--- src/rtl/imp_cal_var.sv ---
// Sum / sum-of-squares statistics ahead of the integer sqrt: floored mean and clamped 16-bit variance.
// Define IMP_VAR_EPS_EN to add EPS to the variance (saturating) so the sqrt result is never zero.
//
// state | meaning
// IDLE  | waiting for i_start, accumulators cleared on start
// ACC   | accepting N samples over valid/ready
// CALC  | mean/variance computed and registered
// DONE  | one-cycle done / sqrt-start pulse with o_var stable
module imp_cal_var #(
  parameter int          DW     = 8,
  parameter int          N_LOG2 = 3,
  parameter logic [15:0] EPS    = 16'd1
) (
  input  logic          i_clk,
  input  logic          i_rstn,
  input  logic          i_start,
  input  logic          i_valid,
  input  logic [DW-1:0] i_data,
  output logic          o_ready,
  output logic [DW-1:0] o_mean,
  output logic [15:0]   o_var,
  output logic          o_sqrt_start,
  output logic          o_done,
  output logic          o_busy
);

  localparam int SW = DW + N_LOG2;
  localparam int QW = 2 * DW + N_LOG2;
  localparam int VW = 2 * DW + N_LOG2 + 1;

  typedef enum logic [1:0] {
    IDLE = 2'd0,
    ACC  = 2'd1,
    CALC = 2'd2,
    DONE = 2'd3
  } state_t;

  state_t state, state_nxt;

  logic signed [SW-1:0]   sum;
  logic        [QW-1:0]   sumsq;
  logic        [N_LOG2-1:0] count;

  logic                   accept;
  logic signed [DW-1:0]   sample;
  logic signed [2*DW-1:0] sample_sq;

  logic signed [DW-1:0]   mean_calc;
  logic signed [2*DW-1:0] mean_sq;
  logic        [2*DW-1:0] ex2;
  logic signed [VW-1:0]   var_raw;
  logic        [15:0]     var_clamp;
  logic        [15:0]     var_final;

  assign sample    = $signed(i_data);
  assign sample_sq = sample * sample;
  assign accept    = (state == ACC) && i_valid;

  always_ff @(posedge i_clk or negedge i_rstn) begin
    if (!i_rstn) state <= IDLE;
    else         state <= state_nxt;
  end

  always_comb begin
    state_nxt = state;
    o_ready   = 1'b0;
    o_busy    = 1'b1;
    o_done    = 1'b0;
    case (state)
      IDLE: begin
        o_busy = 1'b0;
        if (i_start) state_nxt = ACC;
      end
      ACC: begin
        o_ready = 1'b1;
        if (i_valid && (count == {N_LOG2{1'b1}})) state_nxt = CALC;
      end
      CALC: state_nxt = DONE;
      DONE: begin
        o_done    = 1'b1;
        state_nxt = IDLE;
      end
      default: state_nxt = IDLE;
    endcase
  end

  assign o_sqrt_start = o_done;

  // Arithmetic shift by N_LOG2 then truncation to DW; the floored mean always fits in DW.
  assign mean_calc = sum[SW-1:N_LOG2];
  assign mean_sq   = mean_calc * mean_calc;
  assign ex2       = sumsq[QW-1:N_LOG2];
  assign var_raw   = $signed({{(VW-2*DW){1'b0}}, ex2}) - $signed({{(VW-2*DW){mean_sq[2*DW-1]}}, mean_sq});

  always_comb begin
    var_clamp = var_raw[15:0];
    if (var_raw < 0)
      var_clamp = 16'd0;
    else if (var_raw > $signed({{(VW-16){1'b0}}, 16'hFFFF}))
      var_clamp = 16'hFFFF;
  end

`ifdef IMP_VAR_EPS_EN
  logic [16:0] var_eps;
  assign var_eps   = {1'b0, var_clamp} + {1'b0, EPS};
  assign var_final = var_eps[16] ? 16'hFFFF : var_eps[15:0];
`else
  wire unused_eps = ^EPS;
  assign var_final = var_clamp;
`endif

  wire unused_lsbs = ^{sum[N_LOG2-1:0], sumsq[N_LOG2-1:0]};

  always_ff @(posedge i_clk or negedge i_rstn) begin
    if (!i_rstn) begin
      sum    <= '0;
      sumsq  <= '0;
      count  <= '0;
      o_mean <= '0;
      o_var  <= '0;
    end else begin
      case (state)
        IDLE: begin
          if (i_start) begin
            sum   <= '0;
            sumsq <= '0;
            count <= '0;
          end
        end
        ACC: begin
          if (accept) begin
            sum   <= sum + {{N_LOG2{sample[DW-1]}}, sample};
            sumsq <= sumsq + {{N_LOG2{1'b0}}, sample_sq};
            count <= count + 1'b1;
          end
        end
        CALC: begin
          o_mean <= mean_calc;
          o_var  <= var_final;
        end
        default: ;
      endcase
    end
  end

endmodule

--- config.mk ---
export PLATFORM = sky130hd
export DESIGN_NAME = imp_cal_var
export DESIGN_NICKNAME = d
export VERILOG_FILES = /design/src/rtl/imp_cal_var.sv
export SDC_FILE = /design/constraint.sdc
export NUM_CORES = 1
export LEC_CHECK = 0
export CAP_MARGIN = 20
export CELL_PAD_IN_SITES_DETAIL_PLACEMENT = 1
export CELL_PAD_IN_SITES_GLOBAL_PLACEMENT = 1
export CORE_MARGIN = 2
export CORE_UTILIZATION = 50
export CTS_CLUSTER_SIZE = 14
export DETAILED_ROUTE_END_ITERATION = 16
export PLACE_DENSITY_LB_ADDON = 0.1
export RECOVER_POWER = 25
export SYNTH_ARGS = -nofsm -noshare
export SYNTH_HDL_FRONTEND = slang
export SYNTH_SLANG_ARGS = --single-unit
export TNS_END_PERCENT = 5
--- constraint.sdc ---
create_clock -name i_clk -period 16.32 [get_ports i_clk]
set_input_delay 4.896 -clock i_clk [delete_from_list [all_inputs] [get_ports i_clk]]
set_output_delay 4.896 -clock i_clk [all_outputs]
set_load 0.1 [all_outputs]
==> impl_metrics.csv <==
group,metric,value,unit
timing,clock.fmax,0.0922,GHz
floorplanning,die-width,135,um
route,viasPerCell,5.33,
cells_and_area,area.growth.synth_to_final,10.2,%
yosys,synth_edf_count,0,
clock_network,postCtsSetupRepairBufs,0,
yosys,avgSynthCellArea,9.09,um^2
status,violations,"max-capacitance violations, max-slew violations",
floorplanning,dieArea,0.0182,mm^2
yosys,synthArstFlopShare,100,%
yosys,syn-cell-area,0.00855,mm^2
route,firstDrtPassIters,5,
route,wl_per_cell,16.6,um
cells_and_area,final_layout_size_suffix_gt1_share,4.20,%
place,hpwl,16100,um
route,wl,19900,um
timing,fin_skew,15.0,ps
route,drt_iter0_drc,215,
yosys,syn-num-nets,1160,
floorplanning,coreArea,0.0166,mm^2
clock_network,clk-insertion-delay-late,340,ps
yosys,synth.top_cell.area_share,24.8,%
critical_path,crit_type,"input pin to register",
global_routing,antenna_found_initial,0,
cells_and_area,antennaDiodeCount,0,
floorplanning,rows,47,
clock_network,tritoncts,"built",
flow_run,drv_cap,1,
timing,min_period,10850,ps
route,vias,6373,
timing,relSlewSlack,-133,%
critical_path,end_kind,"register",
place,port_buffers,39,
worst_hold_path,hp-class,"register to register",
yosys,synth_most_common_cell,"inv_1",
yosys,ys_seq_area_share,17.3,%
global_routing,grt_pass1_vias,7105,
critical_path,worstSetupStartpointType,"input pin",
critical_path,arrival,11080,ps
timing,slew_violations,60,
route,drc,0,
cells_and_area,fillCellCount,1932,
timing,setup_viol,0,
clock_network,htree_num_levels,3,
global_routing,grt_usage,23.8,%
critical_path,required,16550,ps
yosys,ys.flop_type,"dfrtp_1",
critical_path,timing.reg2reg.setup_slack,9820,ps
clock_network,ctsResizeCount,0,
cells_and_area,final_area,0.00943,mm^2
timing,setup_tns,0,ps
critical_path,cp_num_buf_inv,4,
global_routing,grt_max_degree,60,
cells_and_area,fin_nets,1190,
critical_path,crit_family,"adder cells",
floorplanning,chipHeight,135,um
yosys,synth_top_area_cell,"fa_1",
yosys,yosys_warnings,0,
clock_network,cts-root-buf,"clkbuf_16",
clock_network,clock_sinks,59,
yosys,netlist_instances,941,
critical_path,cp_common_cell,"fa_1",
critical_path,crit_slowest_cell,"clkdlybuf4s50_1",
place,gp_congestion,0.836,
yosys,synth-seq-cells,59,
yosys,synth.distinct_cells,59,
global_routing,grt_overflow_total,0,
route,antenna_left,0,
floorplanning,floorplan.initialDensity,51.4,%
clock_network,hold_buffers,0,
timing,tightest_slew,3490,ps
yosys,synth_area_leaders,"fa_1 (25%), dfrtp_1 (17%), ha_1 (15%), inv_1 (9.0%), xnor2_1 (4.3%)",
status,status,"finished, violations left",
timing,fin_crit_sh,66.5,%
yosys,synth_top_cells_by_count,"inv_1 (204), fa_1 (106), ha_1 (101), dfrtp_1 (59)",
timing,finalHoldViolCount,0,
timing,rsz0062_at_grt,"no",
clock_network,cts_buffers,9,
critical_path,path_max_fanout,20,
floorplanning,ioPinCount,40,
place,postPlaceCellArea,0.00914,mm^2
clock_network,cts_buffer_depth,2,
critical_path,path_cells,"clkdlybuf4s50_1 > nand2b_1 > fa_1 > inv_1 > fa_1 > inv_1 > fa_1 > fa_1 > inv_1 > ha_1 > or4_1 > a21oi_1 > xnor2_1 > ha_1 > a21o_1 > a211o_1 > a31oi_1 > nor2_1 > xor2_1 > a22o_1",
clock_network,clkTransAtPathRegs,60,ps
critical_path,critPathMaxStageDelay,1010,ps
global_routing,grt_pass1_wl,34500,um
metrics by stage:
step	utilization, %	setup WS (ps)	hold WS (ps)	cells
global route	56.6	5120	508	1196
floorplan	-	6310	446	941
finish	56.6	5470	486	1196
global placement	54.9	5330	466	1179
CTS	56.6	5460	492	1195
detailed placement	54.9	5120	485	1179
worst paths after layout:
path	startpoint	to	depth (start not counted)
setup / recovery	i_data[7]	sumsq[14]$_DFFE_PN0P_	20
hold / removal	count[0]$_DFFE_PN0P_	count[0]$_DFFE_PN0P_	1
setup reg to reg	sum[5]$_DFFE_PN0P_	o_var[0]$_DFFE_PN0P_	18
hold reg to reg	count[0]$_DFFE_PN0P_	count[0]$_DFFE_PN0P_	1
max in group asynchronous	i_rstn	sum[8]$_DFFE_PN0P_	2
min in group asynchronous	i_rstn	o_var[2]$_DFFE_PN0P_	2
layout make-up:
type | count | area, um^2 | share of cell area, %
clock buffer | 11 | 233 | 2.47
clock inverter | 5 | 53.8 | 0.571
tap | 220 | 275 | 2.92
inverter | 204 | 766 | 8.12
sequential | 59 | 1480 | 15.7
multi-input combinational | 653 | 6210 | 65.8
timing repair buffer | 44 | 415 | 4.41
kinds of logic after synthesis:
kind of cell               after synthesis  synth area share [%]
AOI/OAI and AO/OA                      188                  14.4
xor gates and xnor gates                66                  6.92
adders and majority gates              207                  39.6
buffers and inverters                  229                  10.2
DFF                                     59                  17.3
muxes                                   10                  1.30
and+or+nand+nor                        182                  10.4
flip-flops by register name, indices dropped and copies added, names as in the netlist:
name,cells
state,2
o_mean,8
sum,11
count,3
o_var,16
sumsq,19
cells in the final DEF (no fill, tap or decap), drive strengths merged, types with 9 or more instances in the layout:
cell type / n
a21oi: 37
clkdlybuf4s50: 38
ha: 101
and2: 27
xor2: 23
dfrtp: 59
nand3: 9
a22o: 22
nor2: 44
mux2: 9
nor2b: 12
fa: 106
nand2: 58
a21o: 16
xnor2: 42
o21ai: 61
o21a: 12
inv: 204
clkbuf: 13
worst register-to-register path, stage by stage, from the launching register on:
cell and delay, ps:
dfrtp_1 690, inv_1 260, nor2_1 250, fa_1 440
inv_1 80, fa_1 430, fa_1 470, fa_1 590
inv_1 70, fa_1 510, inv_1 50, ha_1 380
a2111oi_0 510, o21ai_1 230, a21oi_1 260, o31ai_1 130
xor2_1 680, o21ai_0 230, o21ai_0 140
routing by layer:
layer  part of all wire, %  global-route usage, %  routed length, um
met1                    46                   30.6               9100
met2                    51                   43.2              10200
met3                   1.5                   2.63                289
met4                   1.3                   5.56                262
met5                     0                      0                  0
Power is not shown: default switching activity piles up to over one toggle a cycle in this logic, so the estimate is an artifact.
